[config.mk]
export PLATFORM = sky130hd
export DESIGN_NAME = systolic_drv
export DESIGN_NICKNAME = d
export VERILOG_FILES = /design/src/rtl/systolic_pkg.sv /design/src/rtl/systolic_ref.sv /design/src/rtl/systolic_drv.sv
export SDC_FILE = /design/constraint.sdc
export NUM_CORES = 1
export LEC_CHECK = 0
export ABC_AREA = 1
export CAP_MARGIN = 0
export CORE_MARGIN = 2
export CORE_UTILIZATION = 40
export DETAILED_ROUTE_END_ITERATION = 7
export GPL_TIMING_DRIVEN = 1
export PLACE_DENSITY = 0.68
export SYNTH_ARGS = -nofsm -noshare
export SYNTH_HDL_FRONTEND = slang
export SYNTH_SLANG_ARGS = --single-unit
[constraint.sdc]
create_clock -name clk -period 2 [get_ports clk]
set_input_delay 0.2 -clock clk [delete_from_list [all_inputs] [get_ports clk]]
set_output_delay 0.2 -clock clk [all_outputs]
set_load 0.02 [all_outputs]
[src/rtl/systolic_pkg.sv]
// systolic_pkg: shared definitions for the NOR systolic array initiator.
//   - drvState_e : initiator FSM states
//   - ROW_DEF / COL_DEF : default array dimensions
//   - MAX_DIM : widest row/column the golden function handles
//   - systolic_nor() : golden model of the combinational NOR grid
package systolic_pkg;

  localparam int unsigned ROW_DEF = 4;
  localparam int unsigned COL_DEF = 9;
  localparam int unsigned MAX_DIM = 16;

  typedef enum logic [2:0] {
    ST_IDLE,
    ST_DRIVE,
    ST_SETTLE,
    ST_SAMPLE,
    ST_RESP
  } drvState_e;

  // Grid recurrence w[i][j] = ~(w[i][j-1] | w[i-1][j]) with boundaries
  // w[i][0] = row[i-1] and w[0][j] = col[j-1]; returns w[nRow][nCol].
  // Evaluated one grid row at a time: w holds the row above, left the
  // running west input.
  function automatic logic systolic_nor(
    input logic [MAX_DIM-1:0] row,
    input logic [MAX_DIM-1:0] col,
    input int unsigned        nRow = ROW_DEF,
    input int unsigned        nCol = COL_DEF
  );
    logic [MAX_DIM:0] w;
    logic             left;
    w    = '0;
    left = 1'b0;
    for (int unsigned j = 1; j <= MAX_DIM; j++) begin
      w[j] = col[j-1];
    end
    for (int unsigned i = 1; i <= MAX_DIM; i++) begin
      if (i <= nRow) begin
        left = row[i-1];
        for (int unsigned j = 1; j <= MAX_DIM; j++) begin
          if (j <= nCol) begin
            left = ~(left | w[j]);
            w[j] = left;
          end
        end
      end
    end
    return w[nCol];
  endfunction

endpackage

[src/rtl/systolic_ref.sv]
// systolic_ref: combinational golden NOR-grid model.
//   row    in  ROW     array row inputs
//   col    in  COLUMN  array column inputs
//   result out 1       expected array output
module systolic_ref
  import systolic_pkg::*;
#(
  parameter int unsigned ROW    = ROW_DEF,
  parameter int unsigned COLUMN = COL_DEF
) (
  input  logic [ROW-1:0]    row,
  input  logic [COLUMN-1:0] col,
  output logic              result
);

  assign result = systolic_nor(MAX_DIM'(row), MAX_DIM'(col), ROW, COLUMN);

endmodule

[src/rtl/systolic_drv.sv]
// systolic_drv: sequential initiator for the combinational NOR systolic array.
// Accepts a single vector or an exhaustive sweep command, drives the array
// from registers, waits SETTLE cycles, samples arr_out and returns each
// result with its applied vector.
//   clk, reset           clock, synchronous active-high reset
//   cmd_valid/cmd_ready  command handshake; cmd_sweep, cmd_row, cmd_col payload
//   arr_row, arr_col     registered array drive; arr_out array result
//   rsp_valid/rsp_ready  response handshake
//   rsp_vec              applied vector {row, col}
//   rsp_out, rsp_last    sampled result, final response of the command
//   rsp_err              golden-model mismatch (0 unless SYSTOLIC_DRV_CHECK_EN)
//   busy                 FSM not idle
// Build option: define SYSTOLIC_DRV_CHECK_EN to instantiate the golden model.
module systolic_drv
  import systolic_pkg::*;
#(
  parameter int unsigned ROW    = ROW_DEF,
  parameter int unsigned COLUMN = COL_DEF,
  parameter int unsigned SETTLE = 3
) (
  input  logic                  clk,
  input  logic                  reset,
  input  logic                  cmd_valid,
  output logic                  cmd_ready,
  input  logic                  cmd_sweep,
  input  logic [ROW-1:0]        cmd_row,
  input  logic [COLUMN-1:0]     cmd_col,
  output logic [ROW-1:0]        arr_row,
  output logic [COLUMN-1:0]     arr_col,
  input  logic                  arr_out,
  output logic                  rsp_valid,
  input  logic                  rsp_ready,
  output logic [ROW+COLUMN-1:0] rsp_vec,
  output logic                  rsp_out,
  output logic                  rsp_last,
  output logic                  rsp_err,
  output logic                  busy
);

  localparam int unsigned VW        = ROW + COLUMN;
  localparam logic [7:0]  SETTLE_M1 = 8'(SETTLE - 1);

  drvState_e     state, stateNext;
  logic [7:0]    cnt;
  logic [VW-1:0] vec;
  logic          sweepMode;
  logic          rspOut;
  logic          rspLast;
  logic          cmdFire;
  logic          rspFire;

  assign cmd_ready = (state == ST_IDLE) && !reset;
  assign rsp_valid = (state == ST_RESP);
  assign busy      = (state != ST_IDLE);
  assign cmdFire   = cmd_valid && cmd_ready;
  assign rspFire   = rsp_valid && rsp_ready;

  // The vector register is both the array drive and the reported vector.
  assign arr_row  = vec[VW-1:COLUMN];
  assign arr_col  = vec[COLUMN-1:0];
  assign rsp_vec  = vec;
  assign rsp_out  = rspOut;
  assign rsp_last = rspLast;

  always_ff @(posedge clk) begin
    if (reset) state <= ST_IDLE;
    else       state <= stateNext;
  end

  // cnt counts the cycles left before the sample cycle; it is loaded as the
  // vector is launched so that the sample cycle lands SETTLE cycles after
  // the vector first appears on arr_*.
  always_comb begin
    stateNext = state;
    unique case (state)
      ST_IDLE:   if (cmdFire) stateNext = ST_DRIVE;
      ST_DRIVE:  stateNext = (cnt <= 8'd1) ? ST_SAMPLE : ST_SETTLE;
      ST_SETTLE: if (cnt <= 8'd1) stateNext = ST_SAMPLE;
      ST_SAMPLE: stateNext = ST_RESP;
      ST_RESP:   if (rspFire) stateNext = rspLast ? ST_IDLE : ST_DRIVE;
      default:   stateNext = ST_IDLE;
    endcase
  end

  always_ff @(posedge clk) begin
    if (reset) begin
      vec       <= '0;
      cnt       <= '0;
      sweepMode <= 1'b0;
      rspOut    <= 1'b0;
      rspLast   <= 1'b0;
    end else begin
      unique case (state)
        ST_IDLE: begin
          if (cmdFire) begin
            sweepMode <= cmd_sweep;
            vec       <= cmd_sweep ? '0 : {cmd_row, cmd_col};
            cnt       <= SETTLE_M1;
          end
        end
        ST_DRIVE, ST_SETTLE: begin
          if (cnt != 8'd0) cnt <= cnt - 8'd1;
        end
        ST_SAMPLE: begin
          rspOut  <= arr_out;
          rspLast <= !sweepMode || (&vec);
        end
        ST_RESP: begin
          if (rspFire && !rspLast) begin
            vec <= vec + 1'b1;
            cnt <= SETTLE_M1;
          end
        end
        default: ;
      endcase
    end
  end

`ifdef SYSTOLIC_DRV_CHECK_EN
  logic expected;
  logic rspErr;

  systolic_ref #(
    .ROW   (ROW),
    .COLUMN(COLUMN)
  ) uRef (
    .row   (vec[VW-1:COLUMN]),
    .col   (vec[COLUMN-1:0]),
    .result(expected)
  );

  always_ff @(posedge clk) begin
    if (reset)                   rspErr <= 1'b0;
    else if (state == ST_SAMPLE) rspErr <= (arr_out != expected);
  end

  assign rsp_err = rspErr;
`else
  assign rsp_err = 1'b0;
`endif

endmodule

### After elaboration in Yosys (flattened, before gate mapping)

Index checks and enable logic that the tools add are counted.

| word-level totals | value |
|---|---|
| flip-flop bits (word level) | 27 |
| latch bits | 0 |
| RAM bits | 0 |
| ROM bits | 0 |
| bits of input ports | 19 |
| output and inout port bits | 32 |
| word-level logic and storage cells | 51 |
| memories kept | 0 |

| cells by class | value |
|---|---|
| add/sub/neg operators | 2 |
| multipliers | 0 |
| divide/modulo/power cells | 0 |
| magnitude comparators | 1 |
| eq/ne operators | 9 |
| shift-type cells | 0 |
| multiplexer cells | 14 |
| bitwise logic cells | 0 |
| reductions and logical operators | 19 |

Operator list:

| cell | count |
|---|---|
| $mux W13 | 3 |
| $pmux W13 S2 | 1 |
| $mux W8 | 3 |
| $pmux W8 S3 | 1 |
| $pmux W3 S5 | 1 |
| $add A13 B1 Y13 const B | 1 |
| $reduce_and A13 Y1 | 1 |
| $mux W3 | 3 |
| $le A8 B1 Y1 const B | 1 |
| $reduce_bool A8 Y1 | 1 |
| $sub A8 B1 Y8 const B | 1 |
| $eq A3 B2 Y1 const B | 2 |
| $ne A2 B2 Y1 const B | 3 |
| $reduce_and A3 Y1 | 2 |
| $reduce_bool A3 Y1 | 2 |
| $logic_and A1 B1 Y1 | 4 |
| $ne A2 B1 Y1 const B | 2 |
| $reduce_and A4 Y1 | 1 |
| $eq A3 B1 Y1 const B | 1 |
| $eq A3 B3 Y1 const B | 1 |
| $logic_not A1 Y1 | 3 |
| $logic_not A3 Y1 | 1 |
| $mux W1 | 2 |
| $reduce_and A2 Y1 | 1 |
| other kinds (3) | 3 |

### Longest topological paths before layout

Gate-level depths: netlist of the first run.

| logic depth | value |
|---|---|
| depth after elaboration | 5 |
| depth in mapped cells | 9 |
| depth with buffers taken out | 9 |

### Worst setup path before layout of the first run

Ideal clock, no wire load.

| timing path | value |
|---|---|
| kind | reg2reg |
| start | register vec[0], in the netlist rsp_vec[0] |
| end | register vec[12], in the netlist rsp_vec[12] |
| library setup time | 119 ps |
| arrival | 1376 ps |
| required time | 1881 ps |
| setup slack | 505 ps |
| stages on the path, launching flop included | 9 |
| path buffers | 0 |
| period minus slack after synthesis | 1495 ps |
| path through | dfxtp_1 -> ha_1 -> nand2_1 -> nor2_2 -> inv_1 -> nor2_2 -> nand3_1 -> nand3_1 -> a21oi_1 |

| on the way | value |
|---|---|
| cells in the longest elaborated chain, start to end | 3 |

RTL lines:

| what | RTL line | RTL |
|---|---|---|
| start, declared | systolic_drv.sv:45 | `logic [VW-1:0] vec;` |
| start signal, assigned | systolic_drv.sv:97 | `vec <= cmd_sweep ? '0 : {cmd_row, cmd_col};` |
| start signal, assigned | systolic_drv.sv:110 | `vec <= vec + 1'b1;` |
| $add A13 B1 Y13 | systolic_drv.sv:110 |  |
| $mux W13 | systolic_drv.sv:109 | `if (rspFire && !rspLast) begin` |
| $pmux W13 S2 | systolic_drv.sv:93 | `unique case (state)` |

No other way between the ends. The select of a mux whose other input is x is not followed.
A chain may end at the register's enable or synchronous reset.

### Worst setup path in the final report of the first run

| timing path | value |
|---|---|
| start | register state[0] |
| end | output port cmd_ready |

| on the way | value |
|---|---|
| cells in the longest elaborated chain, start to end | 2 |

RTL lines:

| what | RTL line | RTL |
|---|---|---|
| start, declared | systolic_drv.sv:43 | `drvState_e state, stateNext;` |
| start signal, assigned | systolic_drv.sv:67 | `else state <= stateNext;` |
| $logic_not A3 Y1 | systolic_drv.sv:52 | `assign cmd_ready = (state == ST_IDLE) && !reset;` |
| $logic_and A1 B1 Y1 | systolic_drv.sv:52 |  |
| end, declared | systolic_drv.sv:24 | `output logic cmd_ready,` |

No other way between the ends.

==> summary.md, run 1 <==
| Metric | Value |
|---|---|
| HPWL after DPL | 3530 µm |
| Port buffer count | 49 |
| Ratio of cells with drive above 1 in the final layout | 8.48% |
| Growth of design area from synthesis to finish | 25.5% |
| Most area-hungry cell type in the Yosys netlist | sky130_fd_sc_hd__dfxtp_1 |
| Number of inserted diodes | 0 |
| Aggregate global-route resource usage | 19.1% |
| Class of the worst hold path | flip-flop to flip-flop |
| Fmax | 539 MHz |
| Via count of the first global-routing pass | 1785 |
| Avg WL per Cell | 12.6 µm |
| Peak supply drop | 0.000850 V |
| Hold Path Depth | 1 |
| Count of endpoints failing setup in the final report | 0 |
| Setup Fix Bufs, Post-CTS | 0 |
| Worst Path Class, Setup | flip-flop to output port |
| Die Y-Extent | 72.3 µm |
| Remaining design rule violation count | 0 |
| Outcome | completed |
| DRC marker count from the first detailed-route iteration | 130 |
| Aggregate negative setup slack | 0 ps |
| Power density over the cells | 1530 nW/µm² |
| Number of nets in the layout | 353 |
| TritonCTS clock tree | done |
| Endpoint of the worst hold path | rsp_last$_SDFFE_PP0P_ |
| Pin count of the biggest net entering global routing | 17 |
| Antenna violations before repair | 0 |
| Share of the core filled with cells | 53.1% |
| # IOs | 51 |
| Clock sinks | 27 |
| Synthesized net count | 316 |
| Worst reg2reg setup slack | 390 ps |
| Overflow left after global routing | 0 |
| Max FO, Critical Path | 4 |
| Instance count of the mapped netlist | 294 |
| Die boundary width | 72.3 µm |
| CP arrival | 1660 ps |
| Core region area | 4410 µm² |
| Number of hold violations in the final report | 0 |
| Startpoint of the lowest-slack hold path | sweepMode$_SDFFE_PP0P_ |
| Flop and latch count out of synthesis | 27 |
| Clock latency reported for the late side of the worst-skew pair | 280 ps |
| Number of cells upsized or downsized after cts | 0 |
| Proportion of netlist area held by the largest area contributor | 29.0% |
| Final Max Tran Viols | 0 |
| Number of synthesis warnings | 0 |
| Routed via count divided by cell count | 4.99 |
| CTS H-tree lvls | 1 |
| Period utilization | 92.8% |
| Top cells by area, synth | sky130_fd_sc_hd__dfxtp_1 (29%), sky130_fd_sc_hd__nand2_1 (14%), sky130_fd_sc_hd__a21oi_1 (7.2%) |
| Min Clock Period, post-route | 1860 ps |
| Maximum clock skew at final layout | 3.50 ps |
| Worst reg2reg endpoint | rsp_vec[12]$_SDFFE_PP0P_ |
| Endpoint kind of the worst setup timing path | output port |
| Row count | 24 |
| Mean area per synthesized cell | 6.35 µm² |
| Setup repair after global routing missed its margin | no |
| Number of buffers created by CTS | 3 |
| Floorplan die area | 5230 µm² |
| Register area share after synthesis | 29.0% |
| Lkg Pwr | 1.00 nW |
| Number of library cell types mapped by synthesis | 34 |
| Hold-fix buffers at CTS | 0 |
| Total vias in the final route | 1908 |
| Nature of the critical path startpoint | flip-flop |
| Final estimated routing congestion in global placement | 0.871 |
| Routed Antenna Nets | 0 |
| Clock tree root buffer cell | sky130_fd_sc_hd__clkbuf_8 |
| Beginning of the critical path | state[0]$_SDFFE_PP0P_ |
| Req. time, crit path | 1800 ps |
| Post-CTS clock slew at the launch and capture registers of the worst setup and hold paths | 90 ps |
| Buffer levels on the longest clock path | 2 |
| Initial DRT Pass Iterations | 4 |
| Mapped Area | 1870 µm² |
| R2R Path Start | rsp_vec[0]$_SDFFE_PP0P_ |
| Number of max-capacitance violations reported | 0 |
| First-pass GRT wire length | 8040 µm |
| WL final | 4800 µm |
| Number of cell instances on the worst register-to-register path | 8 |
| Starting Density | 42.3% |
==> cell usage in the layout, fill, tap and decap left out <==
cell                              count
sky130_fd_sc_hd__or2_2                1
sky130_fd_sc_hd__inv_2                3
sky130_fd_sc_hd__nand3_2              1
sky130_fd_sc_hd__xor2_1               3
sky130_fd_sc_hd__nand4_1              5
sky130_fd_sc_hd__inv_1               33
sky130_fd_sc_hd__clkbuf_1             1
sky130_fd_sc_hd__nor2_4               1
sky130_fd_sc_hd__nand2_1             71
sky130_fd_sc_hd__o21ai_2              2
sky130_fd_sc_hd__a31oi_1              1
sky130_fd_sc_hd__clkdlybuf4s50_1     49
sky130_fd_sc_hd__a211oi_1             1
sky130_fd_sc_hd__nor3b_1              1
sky130_fd_sc_hd__a21oi_1             27
sky130_fd_sc_hd__clkbuf_8             3
sky130_fd_sc_hd__nand3b_1             1
sky130_fd_sc_hd__ha_1                 3
sky130_fd_sc_hd__nor3_2               1
sky130_fd_sc_hd__dfxtp_1             27
sky130_fd_sc_hd__nand2_4              1
sky130_fd_sc_hd__a21boi_0             1
sky130_fd_sc_hd__o21bai_1             3
sky130_fd_sc_hd__nor2_2               5
sky130_fd_sc_hd__buf_4                4
sky130_fd_sc_hd__o21ai_0             16
sky130_fd_sc_hd__nor2_1              27
sky130_fd_sc_hd__o21ai_1              2
sky130_fd_sc_hd__nor3_1               3
sky130_fd_sc_hd__nand2_2              5
sky130_fd_sc_hd__conb_1               1
sky130_fd_sc_hd__nand3_1             26
sky130_fd_sc_hd__o211ai_2             1
==> through the flow <==
step	std cells	power [mW]	cell area, µm²	hold WS [ps]	setup WS, ps
6_report	382	3.58	2340	450	143
5_1_grt	382	3.90	2340	474	21.0
4_1_cts	382	3.59	2340	452	65.4
3_5_place_dp	378	3.26	2300	439	312
3_3_place_gp	378	3.22	2300	436	357
2_1_floorplan	294	2.63	1870	335	505
==> where the power goes <==
group          switching (mW)  internal, mW
clock                   0.178         0.143
sequential              0.252         0.730
combinational            1.35         0.923
total                    1.78          1.80
==> synthesized netlist by cell type (all sizes together) <==
| library cell | instances |
|---|---|
| a211oi | 1 |
| a21boi | 1 |
| a21oi | 27 |
| a31oi | 1 |
| buf | 19 |
| clkbuf | 2 |
| conb | 1 |
| dfxtp | 27 |
| ha | 3 |
| inv | 36 |
| nand2 | 77 |
| nand3 | 27 |
| nand3b | 1 |
| nand4 | 5 |
| nor2 | 33 |
| nor3 | 4 |
| nor3b | 1 |
| o211ai | 1 |
| o21ai | 20 |
| o21bai | 3 |
| or2 | 1 |
| xor2 | 3 |
==> flip-flops by register name, indices dropped and copies added, names as in the netlist <==
name and cells:
cnt 8, rsp_last 1, rsp_out 1, rsp_vec 13, state 3, sweepMode 1
==> cells by family after synthesis <==
group | count (synthesis) | share of synthesized area (%)
buf+inv | 57 | 15.6
simple gates | 149 | 35.8
compound gates | 54 | 16.0
fa+ha+maj | 3 | 2.01
flops | 27 | 29.0
xor+xnor | 3 | 1.41
other cells | 1 | 0.201
==> cell type report <==
cell class	instances	area [µm²]
Fill cell	462	2070
Multi-Input combinational cell	210	1040
Sequential cell	27	541
Timing Repair Buffer	53	520
Inverter	36	135
Tap cell	52	65.1
Clock buffer	4	45.0
==> metal layers <==
metal / vias to the layer above / share of wire (%) / global-route usage [%]
met5: - / 0 / 0
met3: 4 / 5.0 / 4.03
li1: 1005 / - / -
met1: 851 / 47 / 25.2
met2: 48 / 47 / 31.7
met4: 0 / 0.75 / 5.03
==> worst max-delay path by stage <==
stage / to / slack, ps / depth (start not counted)
2_1_floorplan: rsp_vec[12]$_SDFFE_PP0P_ / 500 / 8
3_3_place_gp: cmd_ready / 360 / 3
3_5_place_dp: cnt[6]$_SDFFE_PP0P_ / 310 / 8
4_1_cts: rsp_valid / 70 / 4
5_1_grt: cmd_ready / 20 / 4
6_report: cmd_ready / 140 / 4
==> worst max-delay path, stage by stage, from the launching register on <==
cell and delay (ps):
sky130_fd_sc_hd__dfxtp_1 370, sky130_fd_sc_hd__nor2_4 150, sky130_fd_sc_hd__nand2_1 110, sky130_fd_sc_hd__nor2_1 130
sky130_fd_sc_hd__clkdlybuf4s50_1 620
Power figures use the tool's default switching activity.
==> inputs of run 2 (changes only) <==
--- a/config.mk
+++ b/config.mk
@@ -5,13 +5,12 @@
 export SDC_FILE = /design/constraint.sdc
 export NUM_CORES = 1
 export LEC_CHECK = 0
-export ABC_AREA = 1
 export CAP_MARGIN = 0
 export CORE_MARGIN = 2
 export CORE_UTILIZATION = 40
 export DETAILED_ROUTE_END_ITERATION = 7
 export GPL_TIMING_DRIVEN = 1
-export PLACE_DENSITY = 0.68
+export PLACE_DENSITY = 0.7
 export SYNTH_ARGS = -nofsm -noshare
 export SYNTH_HDL_FRONTEND = slang
 export SYNTH_SLANG_ARGS = --single-unit
==> run 2 against run 1 <==
Clock skew increased by 1.6 ps. Area after synthesis decreased by 13%. Total power decreased by 31%. Wire length decreased by 20%. Worst hold slack improved by 22 ps. First-iteration DRC count decreased by 32%.
==> summary.md, run 2 <==
| Metric | Value |
|---|---|
| Number of synthesis warnings | 0 |
| Aggregate global-route resource usage | 17.2% |
| Growth of design area from synthesis to finish | 34.4% |
| Placement-stage worst setup slack | 147 ps |
| Lkg Pwr | 0.811 nW |
| First-pass GRT wire length | 6110 µm |
| Share of synthesized registers carrying an async set or reset | 0% |
| Core region area | 3940 µm² |
| Cell-by-cell trace of the critical path | nor2_2 > nand2_1 > inv_2 > clkdlybuf4s50_1 |
| Period utilization | 93.1% |
| Number of library cell types mapped by synthesis | 46 |
| Number of buffers created by CTS | 3 |
| Avg WL per Cell | 13.3 µm |
| Delay of the slowest cell on the worst path | 610 ps |
| Number of inserted diodes | 0 |
| Total design power | 2.48 mW |
| Power density over the cells | 1130 nW/µm² |
| Most instantiated flip-flop cell in the synthesis netlist | sky130_fd_sc_hd__dfxtp_1 |
| HPWL after DPL | 2840 µm |
| Most numerous cell in the Yosys netlist | sky130_fd_sc_hd__dfxtp_1 |
| Worst Path Class, Setup | flip-flop to output port |
| Antenna violations before repair | 0 |
| Final estimated routing congestion in global placement | 0.806 |
| Mean area per synthesized cell | 8.21 µm² |
| Dominant delay contributor by cell family on the critical path | buffers and inverters |
| Number of max-capacitance violations reported | 0 |
| CTS H-tree lvls | 1 |
| Final Max Tran Viols | 0 |
| # IOs | 51 |
| Post-CTS clock slew at the launch and capture registers of the worst setup and hold paths | 90 ps |
| Clock tree root buffer cell | sky130_fd_sc_hd__clkbuf_8 |
| Port buffer count | 49 |
| Setup repair after global routing missed its margin | no |
| Initial DRT Pass Iterations | 4 |
| Number of buffers and inverters on the critical path | 2 |
| TritonCTS clock tree | done |
| Most area-hungry cell type in the Yosys netlist | sky130_fd_sc_hd__dfxtp_1 |
| Routed Antenna Nets | 0 |
| Aggregate negative setup slack | 0 ps |
| Fmax | 537 MHz |
| Overflow left after global routing | 0 |
| Routed via count divided by cell count | 5.29 |
| Commonest non-fill, non-tap cells in the layout | sky130_fd_sc_hd__clkdlybuf4s50_1 (48), sky130_fd_sc_hd__dfxtp_1 (26), sky130_fd_sc_hd__nor2_1 (24) |
| Register area share after synthesis | 33.3% |
| Total vias in the final route | 1533 |
| CP arrival | 1660 ps |
| Via count of the first global-routing pass | 1355 |
| Proportion of netlist area held by the largest area contributor | 33.3% |
| Clock latency reported for the late side of the worst-skew pair | 270 ps |
| Nature of the critical path startpoint | flip-flop |
| Min Clock Period, post-route | 1860 ps |
| Number of enable flip-flop cells after synthesis | 0 |
| Flop and latch count out of synthesis | 27 |
| Clock sinks | 27 |
| Buffer levels on the longest clock path | 2 |
| Min setup slack post-route | 138 ps |
| Row count | 23 |
| Number of flip-flops in the largest register | 13 |
| Class of the worst hold path | flip-flop to flip-flop |
| Leading cell type in the layout, fill and taps excluded | sky130_fd_sc_hd__clkdlybuf4s50_1 |
| Number of nets in the layout | 263 |
| Peak supply drop | 0.000734 V |
| Starting Density | 41.2% |
| Remaining design rule violation count | 0 |
| Max FO, Critical Path | 7 |
| Ratio of cells with drive above 1 in the final layout | 10.4% |
| Mapped Area | 1630 µm² |
| Die boundary width | 67.7 µm |
| WL final | 3850 µm |
| Outcome | completed |
| Req. time, crit path | 1800 ps |
| Floorplan die area | 4590 µm² |
| Endpoint kind of the worst setup timing path | output port |
| Count of endpoints failing setup in the final report | 0 |
| Maximum clock skew at final layout | 5.07 ps |
| Ranking of synthesized cells by instance count | sky130_fd_sc_hd__dfxtp_1 (27), sky130_fd_sc_hd__nor2_1 (25), sky130_fd_sc_hd__buf_4 (14) |
| Number of hold violations in the final report | 0 |
| Top cells by area, synth | sky130_fd_sc_hd__dfxtp_1 (33%), sky130_fd_sc_hd__buf_4 (6.5%), sky130_fd_sc_hd__nor2_1 (5.8%) |
| Cell with the biggest individual delay on the critical path | sky130_fd_sc_hd__clkdlybuf4s50_1 |
| Synthesized net count | 220 |
| Pin count of the biggest net entering global routing | 22 |
| Instance count of the mapped netlist | 198 |
| DRC marker count from the first detailed-route iteration | 88 |
| Die Y-Extent | 67.7 µm |
## run 2: repair_timing
| action | CTS | global route |
|---|---|---|
| endpoints found under the setup margin | 1 | 1 |
| hold buffers | 0 | 0 |
| setup buffers | 0 | 0 |
| gates resized for setup | 1 | 2 |
## run 2: stage by stage
step           instance area, µm²  util [%]  hold slack, ps  cells
6_report                     2180      55.4             473    290
5_1_grt                      2180      55.4             507    290
4_1_cts                      2180      55.3             474    290
3_5_place_dp                 2140      54.2             460    286
3_3_place_gp                 2140      54.2             454    286
2_1_floorplan                1630         -             344    198
## run 2: worst reg2reg max path, cell delays in order (launching register included)
cell                       delay, ps
sky130_fd_sc_hd__dfxtp_1         390
sky130_fd_sc_hd__inv_1            90
sky130_fd_sc_hd__ha_1            280
sky130_fd_sc_hd__a311oi_4        360
sky130_fd_sc_hd__o211ai_2        140
sky130_fd_sc_hd__or3_1           320
sky130_fd_sc_hd__a21oi_1         140
## run 2: cell type report
| type | instances | area (µm²) |
|---|---|---|
| fill | 385 | 1760 |
| multi-input combinational | 140 | 915 |
| timing repair buffer | 64 | 602 |
| sequential | 27 | 542 |
| tap | 50 | 62.6 |
| clock buffer | 4 | 45.0 |
| inverter | 5 | 18.8 |
## run 2: cell families after synthesis
| family | synth area share (%) |
|---|---|
| fa+ha+maj | 2.31 |
| compound gates | 18.9 |
| flops | 33.3 |
| buf+inv | 10.6 |
| other cells | 0.231 |
| xor+xnor | 5.93 |
| simple gates | 26.2 |
| mux | 2.54 |
## run 2: final timing paths
| path | slack, ps | from | cells past startpoint | end |
|---|---|---|---|---|
| worst min register to register | 470 | cnt[3]$_SDFFE_PP0P_ | 2 | cnt[3]$_SDFFE_PP0P_ |
| worst max-delay path | 140 | state[1]$_SDFFE_PP0P_ | 4 | rsp_valid |
| worst min-delay path | 470 | cnt[3]$_SDFFE_PP0P_ | 2 | cnt[3]$_SDFFE_PP0P_ |
| worst max register to register | 220 | cnt[0]$_SDFFE_PP0P_ | 6 | cnt[7]$_SDFFE_PP0P_ |
## run 2: where the power goes
part	switching [mW]	internal [mW]
clock	0.170	0.143
sequential	0.158	0.668
combinational	0.697	0.642
## run 2: metal layers
layer  part of all wire (%)  track usage [%]
met3                    6.1             3.17
met2                     46             29.8
met4                   0.49             3.06
met5                      0                0
met1                     47             22.4
==> inputs of run 3 (changes only) <==
--- a/config.mk
+++ b/config.mk
@@ -11,6 +11,7 @@
 export DETAILED_ROUTE_END_ITERATION = 7
 export GPL_TIMING_DRIVEN = 1
 export PLACE_DENSITY = 0.7
+export SLEW_MARGIN = 20
 export SYNTH_ARGS = -nofsm -noshare
 export SYNTH_HDL_FRONTEND = slang
 export SYNTH_SLANG_ARGS = --single-unit
==> results of run 3 <==
The final DEF is identical to that of run 2; final timing and power are the same.
